## config.mk

```make
export PLATFORM = sky130hd
export DESIGN_NAME = branch_commit_unit
export DESIGN_NICKNAME = d
export VERILOG_FILES = /design/src/rtl/br_pkg.sv /design/src/rtl/br_cond_eval.sv /design/src/rtl/branch_commit_unit.sv
export SDC_FILE = /design/constraint.sdc
export NUM_CORES = 1
export LEC_CHECK = 0
export ABC_AREA = 1
export CAP_MARGIN = 10
export CORE_UTILIZATION = 35
export CTS_BUF_LIST = sky130_fd_sc_hd__clkbuf_4
export DETAILED_ROUTE_END_ITERATION = 7
export SYNTH_ARGS = -nofsm -noshare
export SYNTH_HDL_FRONTEND = slang
export SYNTH_SLANG_ARGS = --single-unit
```

## constraint.sdc

```tcl
create_clock -name clk_i -period 3.3 [get_ports clk_i]
set_input_delay 0.495 -clock clk_i [delete_from_list [all_inputs] [get_ports clk_i]]
set_output_delay 0.495 -clock clk_i [all_outputs]
set_load 0.05 [all_outputs]
```

## src/rtl/br_pkg.sv

```systemverilog
// Shared types for the branch-commit unit.
//   - funct3 condition codes for conditional branches
//   - meta_slot_t  : per-instruction metadata carried through IF/ID and ID/EX
//   - commit_rec_t : resolved commit record held in the EX/MEM slot
package br_pkg;

  localparam logic [2:0] F3_BEQ  = 3'b000;
  localparam logic [2:0] F3_BNE  = 3'b001;
  localparam logic [2:0] F3_BLT  = 3'b100;
  localparam logic [2:0] F3_BGE  = 3'b101;
  localparam logic [2:0] F3_BLTU = 3'b110;
  localparam logic [2:0] F3_BGEU = 3'b111;

  typedef struct packed {
    logic        valid;
    logic [31:0] pc;
    logic        btb_hit;
    logic        prediction;
    logic [31:0] btb_target;
    logic        is_br;
    logic        is_jal;
    logic        is_jalr;
    logic [2:0]  funct3;
  } meta_slot_t;

  // pc_word is PC[31:2]; the low two bits are never needed after EX.
  typedef struct packed {
    logic        valid;
    logic [29:0] pc_word;
    logic [31:0] target;
    logic        btb_hit;
    logic        prediction;
    logic        decision;
    logic        is_jmp;
    logic [31:0] pc_plus4;
  } commit_rec_t;

endpackage

```

## src/rtl/br_cond_eval.sv

```systemverilog
// Branch condition evaluator (purely combinational).
//   funct3 : condition code (BEQ/BNE/BLT/BGE/BLTU/BGEU)
//   rs1    : first operand
//   rs2    : second operand
//   taken  : condition holds; reserved codes 010/011 resolve not-taken
module br_cond_eval
  import br_pkg::*;
(
  input  logic [2:0]  funct3,
  input  logic [31:0] rs1,
  input  logic [31:0] rs2,
  output logic        taken
);

  logic signed [31:0] rs1_s;
  logic signed [31:0] rs2_s;

  assign rs1_s = rs1;
  assign rs2_s = rs2;

  always_comb begin
    taken = 1'b0;
    case (funct3)
      F3_BEQ:  taken = (rs1 == rs2);
      F3_BNE:  taken = (rs1 != rs2);
      F3_BLT:  taken = (rs1_s < rs2_s);
      F3_BGE:  taken = (rs1_s >= rs2_s);
      F3_BLTU: taken = (rs1 < rs2);
      F3_BGEU: taken = (rs1 >= rs2);
      default: taken = 1'b0;
    endcase
  end

endmodule

```

## src/rtl/branch_commit_unit.sv

```systemverilog
// Branch-commit unit: carries prediction metadata IF -> ID -> EX, resolves
// branch condition and target in EX, and registers the commit record into
// the EX/MEM slot that drives the predictor update interface (EXMEM_*).
//
// Ports:
//   clk_i, rst_ni            clock, asynchronous active-low reset
//   stall_i                  hold IF/ID, bubble into ID/EX
//   flush_i                  invalidate all three slots (wins over stall_i)
//   IF_*                     fetch PC and BTB/prediction metadata
//   ID_*                     decode bits for the instruction in IF/ID
//   EX_*                     forwarded operands and immediate for ID/EX
//   EXMEM_*                  registered commit record (indices, tag, target,
//                            hit, decision, is_jmp, prediction, PC+4)
// Optional feature (define BR_PERF_CNT_EN):
//   perf_br_cnt_o            saturating count of committed control transfers
//   perf_mispred_cnt_o       saturating count of commits whose prediction
//                            differs from the resolved decision
module branch_commit_unit
  import br_pkg::*;
#(
  parameter int PHT_INDEX_WIDTH = 8,
  parameter int BTB_INDEX_WIDTH = 6
) (
  input  logic                         clk_i,
  input  logic                         rst_ni,
  input  logic                         stall_i,
  input  logic                         flush_i,
  input  logic [31:0]                  IF_pc_i,
  input  logic                         IF_btb_hit_i,
  input  logic                         IF_prediction_i,
  input  logic [31:0]                  IF_btb_target_i,
  input  logic                         ID_is_br_i,
  input  logic                         ID_is_jal_i,
  input  logic                         ID_is_jalr_i,
  input  logic [2:0]                   ID_funct3_i,
  input  logic [31:0]                  EX_rs1_i,
  input  logic [31:0]                  EX_rs2_i,
  input  logic [31:0]                  EX_imm_i,
  output logic [BTB_INDEX_WIDTH-1:0]   EXMEM_btb_wr_index_o,
  output logic [PHT_INDEX_WIDTH-1:0]   EXMEM_pht_wr_index_o,
  output logic [29-BTB_INDEX_WIDTH:0]  EXMEM_btb_wr_tag_o,
  output logic [31:0]                  EXMEM_btb_wr_target_o,
  output logic                         EXMEM_btb_hit_o,
  output logic                         EXMEM_br_decision_o,
  output logic                         EXMEM_is_jmp_o,
  output logic                         EXMEM_prediction_o,
  output logic [31:0]                  EXMEM_PCplus4_o,
  output logic [31:0]                  EXMEM_br_target_o
`ifdef BR_PERF_CNT_EN
  ,
  output logic [31:0]                  perf_br_cnt_o,
  output logic [31:0]                  perf_mispred_cnt_o
`endif
);

  meta_slot_t  slot_d0, slot_p0;
  meta_slot_t  slot_d1, slot_p1;
  commit_rec_t rec_d2, rec_p2;

  logic        cond_taken;
  logic [31:0] ex_target;
  logic        ex_decision;
  logic        ex_is_jmp;
  logic        target_miss;

  // ---- IF -> IF/ID ----
  always_comb begin
    slot_d0            = '0;
    slot_d0.valid      = 1'b1;
    slot_d0.pc         = IF_pc_i;
    slot_d0.btb_hit    = IF_btb_hit_i;
    slot_d0.prediction = IF_prediction_i;
    slot_d0.btb_target = IF_btb_target_i;
  end

  always_ff @(posedge clk_i or negedge rst_ni) begin
    if (!rst_ni) begin
      slot_p0 <= '0;
    end else if (flush_i) begin
      slot_p0 <= '0;
    end else if (!stall_i) begin
      slot_p0 <= slot_d0;
    end
  end

  // ---- ID -> ID/EX ----
  always_comb begin
    slot_d1         = slot_p0;
    slot_d1.is_br   = ID_is_br_i;
    slot_d1.is_jal  = ID_is_jal_i;
    slot_d1.is_jalr = ID_is_jalr_i;
    slot_d1.funct3  = ID_funct3_i;
  end

  always_ff @(posedge clk_i or negedge rst_ni) begin
    if (!rst_ni) begin
      slot_p1 <= '0;
    end else if (flush_i || stall_i) begin
      slot_p1 <= '0;
    end else begin
      slot_p1 <= slot_d1;
    end
  end

  // ---- EX resolution -> EX/MEM ----
  br_cond_eval u_cond_eval (
    .funct3 (slot_p1.funct3),
    .rs1    (EX_rs1_i),
    .rs2    (EX_rs2_i),
    .taken  (cond_taken)
  );

  assign ex_target   = slot_p1.is_jalr ? ((EX_rs1_i + EX_imm_i) & ~32'd1)
                                       : (slot_p1.pc + EX_imm_i);
  assign ex_is_jmp   = slot_p1.valid &
                       (slot_p1.is_br | slot_p1.is_jal | slot_p1.is_jalr);
  assign ex_decision = slot_p1.valid &
                       (slot_p1.is_jal | slot_p1.is_jalr | (slot_p1.is_br & cond_taken));
  // Predicted taken to the wrong place: report as a miss so the predictor
  // redirects to the resolved target and rewrites the BTB entry.
  assign target_miss = slot_p1.prediction & ex_decision &
                       (slot_p1.btb_target != ex_target);

  always_comb begin
    rec_d2            = '0;
    rec_d2.valid      = slot_p1.valid;
    rec_d2.pc_word    = slot_p1.pc[31:2];
    rec_d2.target     = ex_target;
    rec_d2.btb_hit    = slot_p1.btb_hit & ~target_miss;
    rec_d2.prediction = slot_p1.prediction & ~target_miss;
    rec_d2.decision   = ex_decision;
    rec_d2.is_jmp     = ex_is_jmp;
    rec_d2.pc_plus4   = slot_p1.pc + 32'd4;
  end

  always_ff @(posedge clk_i or negedge rst_ni) begin
    if (!rst_ni) begin
      rec_p2 <= '0;
    end else if (flush_i) begin
      rec_p2 <= '0;
    end else begin
      rec_p2 <= rec_d2;
    end
  end

  // ---- EX/MEM -> predictor ----
  assign EXMEM_btb_wr_index_o  = rec_p2.pc_word[BTB_INDEX_WIDTH-1:0];
  assign EXMEM_pht_wr_index_o  = rec_p2.pc_word[PHT_INDEX_WIDTH-1:0];
  assign EXMEM_btb_wr_tag_o    = rec_p2.pc_word[29:BTB_INDEX_WIDTH];
  assign EXMEM_btb_wr_target_o = rec_p2.target;
  assign EXMEM_br_target_o     = rec_p2.target;
  assign EXMEM_btb_hit_o       = rec_p2.btb_hit;
  assign EXMEM_prediction_o    = rec_p2.prediction;
  assign EXMEM_br_decision_o   = rec_p2.valid & rec_p2.decision;
  assign EXMEM_is_jmp_o        = rec_p2.valid & rec_p2.is_jmp;
  assign EXMEM_PCplus4_o       = rec_p2.pc_plus4;

`ifdef BR_PERF_CNT_EN
  function automatic logic [31:0] sat_inc(input logic [31:0] v);
    return (v == 32'hFFFF_FFFF) ? v : v + 32'd1;
  endfunction

  always_ff @(posedge clk_i or negedge rst_ni) begin
    if (!rst_ni) begin
      perf_br_cnt_o      <= '0;
      perf_mispred_cnt_o <= '0;
    end else if (EXMEM_is_jmp_o) begin
      perf_br_cnt_o <= sat_inc(perf_br_cnt_o);
      if (EXMEM_prediction_o != EXMEM_br_decision_o) begin
        perf_mispred_cnt_o <= sat_inc(perf_mispred_cnt_o);
      end
    end
  end
`endif

endmodule

```

==> run summary <==
• false — RSZ-0062 raised after global routing
• 0.3305 GHz — Max Clock Freq
• 48190 µm — final HPWL from detailed placement
• 100.0% — share of flip-flops with an asynchronous set or reset
• 3339 µm — routed length on met3
• 0 — number of warning messages in the yosys log
• 2408 — cells after synthesis
• 16.20% — layout cell share with drive strength beyond 1
• 0 — max-capacitance violation count
• design-rule violations — failing checks
• 944 — detailed router's first-iteration violation count
• 35.88% — Yosys top cell area share
• flop — critical path launch point type
• 133 — largest net degree at the start of global routing
• 3120 — Final #Nets
• 0.7079 ns — Least-Margin Pin Slew
• slot_p1[40] — critical path startpoint
• 87550 µm — wire length of the first global-routing pass
• 5 — antenna violations before repair
• 0 — Final ANT Viol Nets
• 3.73 ns — data arrival time of the worst path
• 0.2746 ns — worst setup slack after layout
• 0.9054 — Final Wtd Congestion
• 239 — total number of clock tree sinks
• sky130_fd_sc_hd__dfrtp_1 — post-synthesis cell type with the largest combined area
• built — clock tree from TritonCTS
• met5 — highest metal layer used by the detailed router
• 58210 µm — Routed WL
• 220.2 µm — x dimension of the die
• 22050 µm² — total non-filler cell area in the finished layout
• 0 — post-CTS setup-driven buffer insertion count
• 48500 µm² — die footprint
• flop to flop — critical setup path kind
• 0 — Post-synth EDFFs
• 15819 — number of global-route vias before repair
• 46750 µm² — core area
• 0 — final setup vio count
• 3 — maximum root-to-sink buffer count
• ID_funct3_i[2] — HP Start
• 3 — count of H-tree levels built during CTS
• 6.922 µm² — mean instance size in the synthesized netlist
• 79 — number of rows created at floorplan
• 16 — number of DRC violations after detailed routing
• 220.2 µm — Die Y-Extent
• 27570 µm — routed wire length on met2
• 16670 µm² — Netlist Area Pre-Place
• sky130_fd_sc_hd__clkbuf_4 — master cell of the clock root buffer
• 35.65% — initial standard-cell utilization of the core
• 0.06 ns — clock transition at the registers of the reported paths
• 0.04627 ns — setup clock skew after layout
• sky130_fd_sc_hd__dfrtp_1 — Primary FF master, synth
• 309 — port buffer count
• slot_p1[40] — r2r startpoint
• 25630 µm — length of routed wiring on met1
• -0.5664 ns — Setup Slack @ Placement
• 91.68% — share of the clock period used by the worst path
• 16150 — vias after detailed routing
• 16.59 µm — routed length per instance
• 52.31% — Max-slew headroom
• 8 — drt first pass iters
• 47.16% — Util after Layout
• 4.00 ns — Worst EP required
• input pin to flop — Tightest Hold Check Type
• 45 — number of different library cells in the post-synthesis netlist
• 35.88% — sequential area share after synthesis
• 8457 µW — Overall Power
• 239 — #FFs+latches synth
• 68 — clock buffer count from CTS
• 383.5 nW/µm² — P per Cell Area
• 0 — endpoints failing hold
• 21240 µm² — area of placed instances
• complete, but fails checks — result of the run
• 24.22% — overall routing resource usage
• 0.2368 ns — Hold Slack
• 0.2269 mV — maximum vdd drop
• 2676 — Mapped Nets
• 4.604 — number of vias per cell
• 0.01179 µW — reported leakage power
• 3.025 ns — Final Critical Period
• 0 — global-route congestion overflow total
• flop — Critical Path Sink Type
• 3 — highest fanout seen on the critical path
• sky130_fd_sc_hd__dfrtp_1 (36%), sky130_fd_sc_hd__nand2_1 (14%), sky130_fd_sc_hd__inv_1 (9.7%) — ranking of synthesized cells by area
• 32.29% — Area Growth Syn to Fin
• 0.80 ns — Skew-Pair Late Insertion Delay
• 0 — Max Slew Vio Count
• 310 — IO Pins
[worst paths after layout]
check,end,slack (ns),cells past startpoint
max,EXMEM_prediction_o,0.27,16
min,slot_p1[2],0.24,3
max reg2reg,EXMEM_prediction_o,0.27,16
min reg2reg,rec_d2[86],0.47,2
max in group asynchronous,EXMEM_br_target_o[14],2.15,3
min in group asynchronous,slot_d1[43],0.31,2
[area by class of cell]
cell class,count,area [µm²]
antenna,6,15.01
clock buffer,92,690.7
clock inverter,21,97.59
fill,4798,24700
inverter,458,1719
multi-input combinational,1532,7799
sequential,239,5981
tap,607,759.5
timing repair buffer,553,4990
[synthesized netlist by cell type (28+ instances only)]
library cell / number
sky130_fd_sc_hd__o21ai_0: 80
sky130_fd_sc_hd__nand2_1: 621
sky130_fd_sc_hd__nand4_1: 30
sky130_fd_sc_hd__dfrtp_1: 239
sky130_fd_sc_hd__a21oi_1: 81
sky130_fd_sc_hd__nor2_1: 265
sky130_fd_sc_hd__ha_1: 94
sky130_fd_sc_hd__clkbuf_1: 31
sky130_fd_sc_hd__nor2_2: 28
sky130_fd_sc_hd__buf_4: 134
sky130_fd_sc_hd__nand3_1: 190
sky130_fd_sc_hd__inv_1: 431
[registers in the layout (all words and copies together) (netlist names)]
name                  count
rec_p2                    3
EXMEM_PCplus4_o          32
EXMEM_btb_hit_o           1
EXMEM_btb_wr_tag_o       24
slot_d1                  67
rec_d2                   31
EXMEM_br_target_o        32
EXMEM_prediction_o        1
slot_p1                  42
EXMEM_btb_wr_index_o      6
[kinds of logic (layout without fill, tap and decap cells)]
group	Yosys count	count (layout)	synth area share (%)
adders and majority gates	96	96	7.296
buffers and inverters	637	1124	17.39
AOI/OAI and AO/OA	175	175	5.420
xor gates and xnor gates	17	17	0.8932
DFF	239	239	35.88
and+or+nand+nor	1244	1244	33.12
other	0	6	0
[placed cells by master, fill, tap and decap left out, types with 30 or more instances in the layout]
master / n
sky130_fd_sc_hd__clkdlybuf4s50_1: 307
sky130_fd_sc_hd__nand3_1: 190
sky130_fd_sc_hd__a21oi_1: 81
sky130_fd_sc_hd__nand4_1: 30
sky130_fd_sc_hd__buf_4: 238
sky130_fd_sc_hd__nor2_1: 265
sky130_fd_sc_hd__ha_1: 94
sky130_fd_sc_hd__dfrtp_1: 239
sky130_fd_sc_hd__nand2_1: 619
sky130_fd_sc_hd__o21ai_0: 78
sky130_fd_sc_hd__clkbuf_4: 92
sky130_fd_sc_hd__inv_1: 431
[stage by stage]
step           TNS [ns]  cells
6_report              0   3508
5_1_grt               0   3508
4_1_cts               0   3502
3_5_place_dp     -1.124   3388
3_3_place_gp    -0.9037   3388
2_1_floorplan         0   2408
[metal layers]
| metal | vias up | GRT usage (%) |
|---|---|---|
| met4 | 6 | 8.621 |
| met1 | 7405 | 31.55 |
| met3 | 80 | 4.550 |
| met2 | 450 | 39.93 |
| li1 | 8209 | - |
| met5 | - | 0 |
[worst max-delay path: stages, from the launching register on]
cell	delay, ns
sky130_fd_sc_hd__dfrtp_1	0.38
sky130_fd_sc_hd__ha_1	0.22
sky130_fd_sc_hd__fa_1	0.40
sky130_fd_sc_hd__buf_4	0.17
sky130_fd_sc_hd__xnor2_1	0.12
sky130_fd_sc_hd__o21ai_1	0.38
sky130_fd_sc_hd__inv_1	0.11
sky130_fd_sc_hd__nand2_1	0.08
sky130_fd_sc_hd__nand3_1	0.07
sky130_fd_sc_hd__nor2_1	0.09
sky130_fd_sc_hd__nand3_1	0.09
sky130_fd_sc_hd__nor2_1	0.10
sky130_fd_sc_hd__nand2_1	0.07
sky130_fd_sc_hd__nor3_1	0.22
sky130_fd_sc_hd__buf_4	0.19
sky130_fd_sc_hd__nand3_1	0.12
sky130_fd_sc_hd__a21oi_1	0.14
[power by group]
| group | total, µW | internal [µW] | switching [µW] |
|---|---|---|---|
| clock network | 2580 | 1300 | 1290 |
| logic | 2690 | 1070 | 1620 |
| registers | 3180 | 3090 | 88.8 |
[timing repair]
item | 4_1_cts | 5_1_grt
endpoints found under the hold margin | 76 | 0
hold buffers | 1 | 0
setup endpoints to repair | 0 | 2
resized for setup | 0 | 2
(Power assumes the default switching activity.)
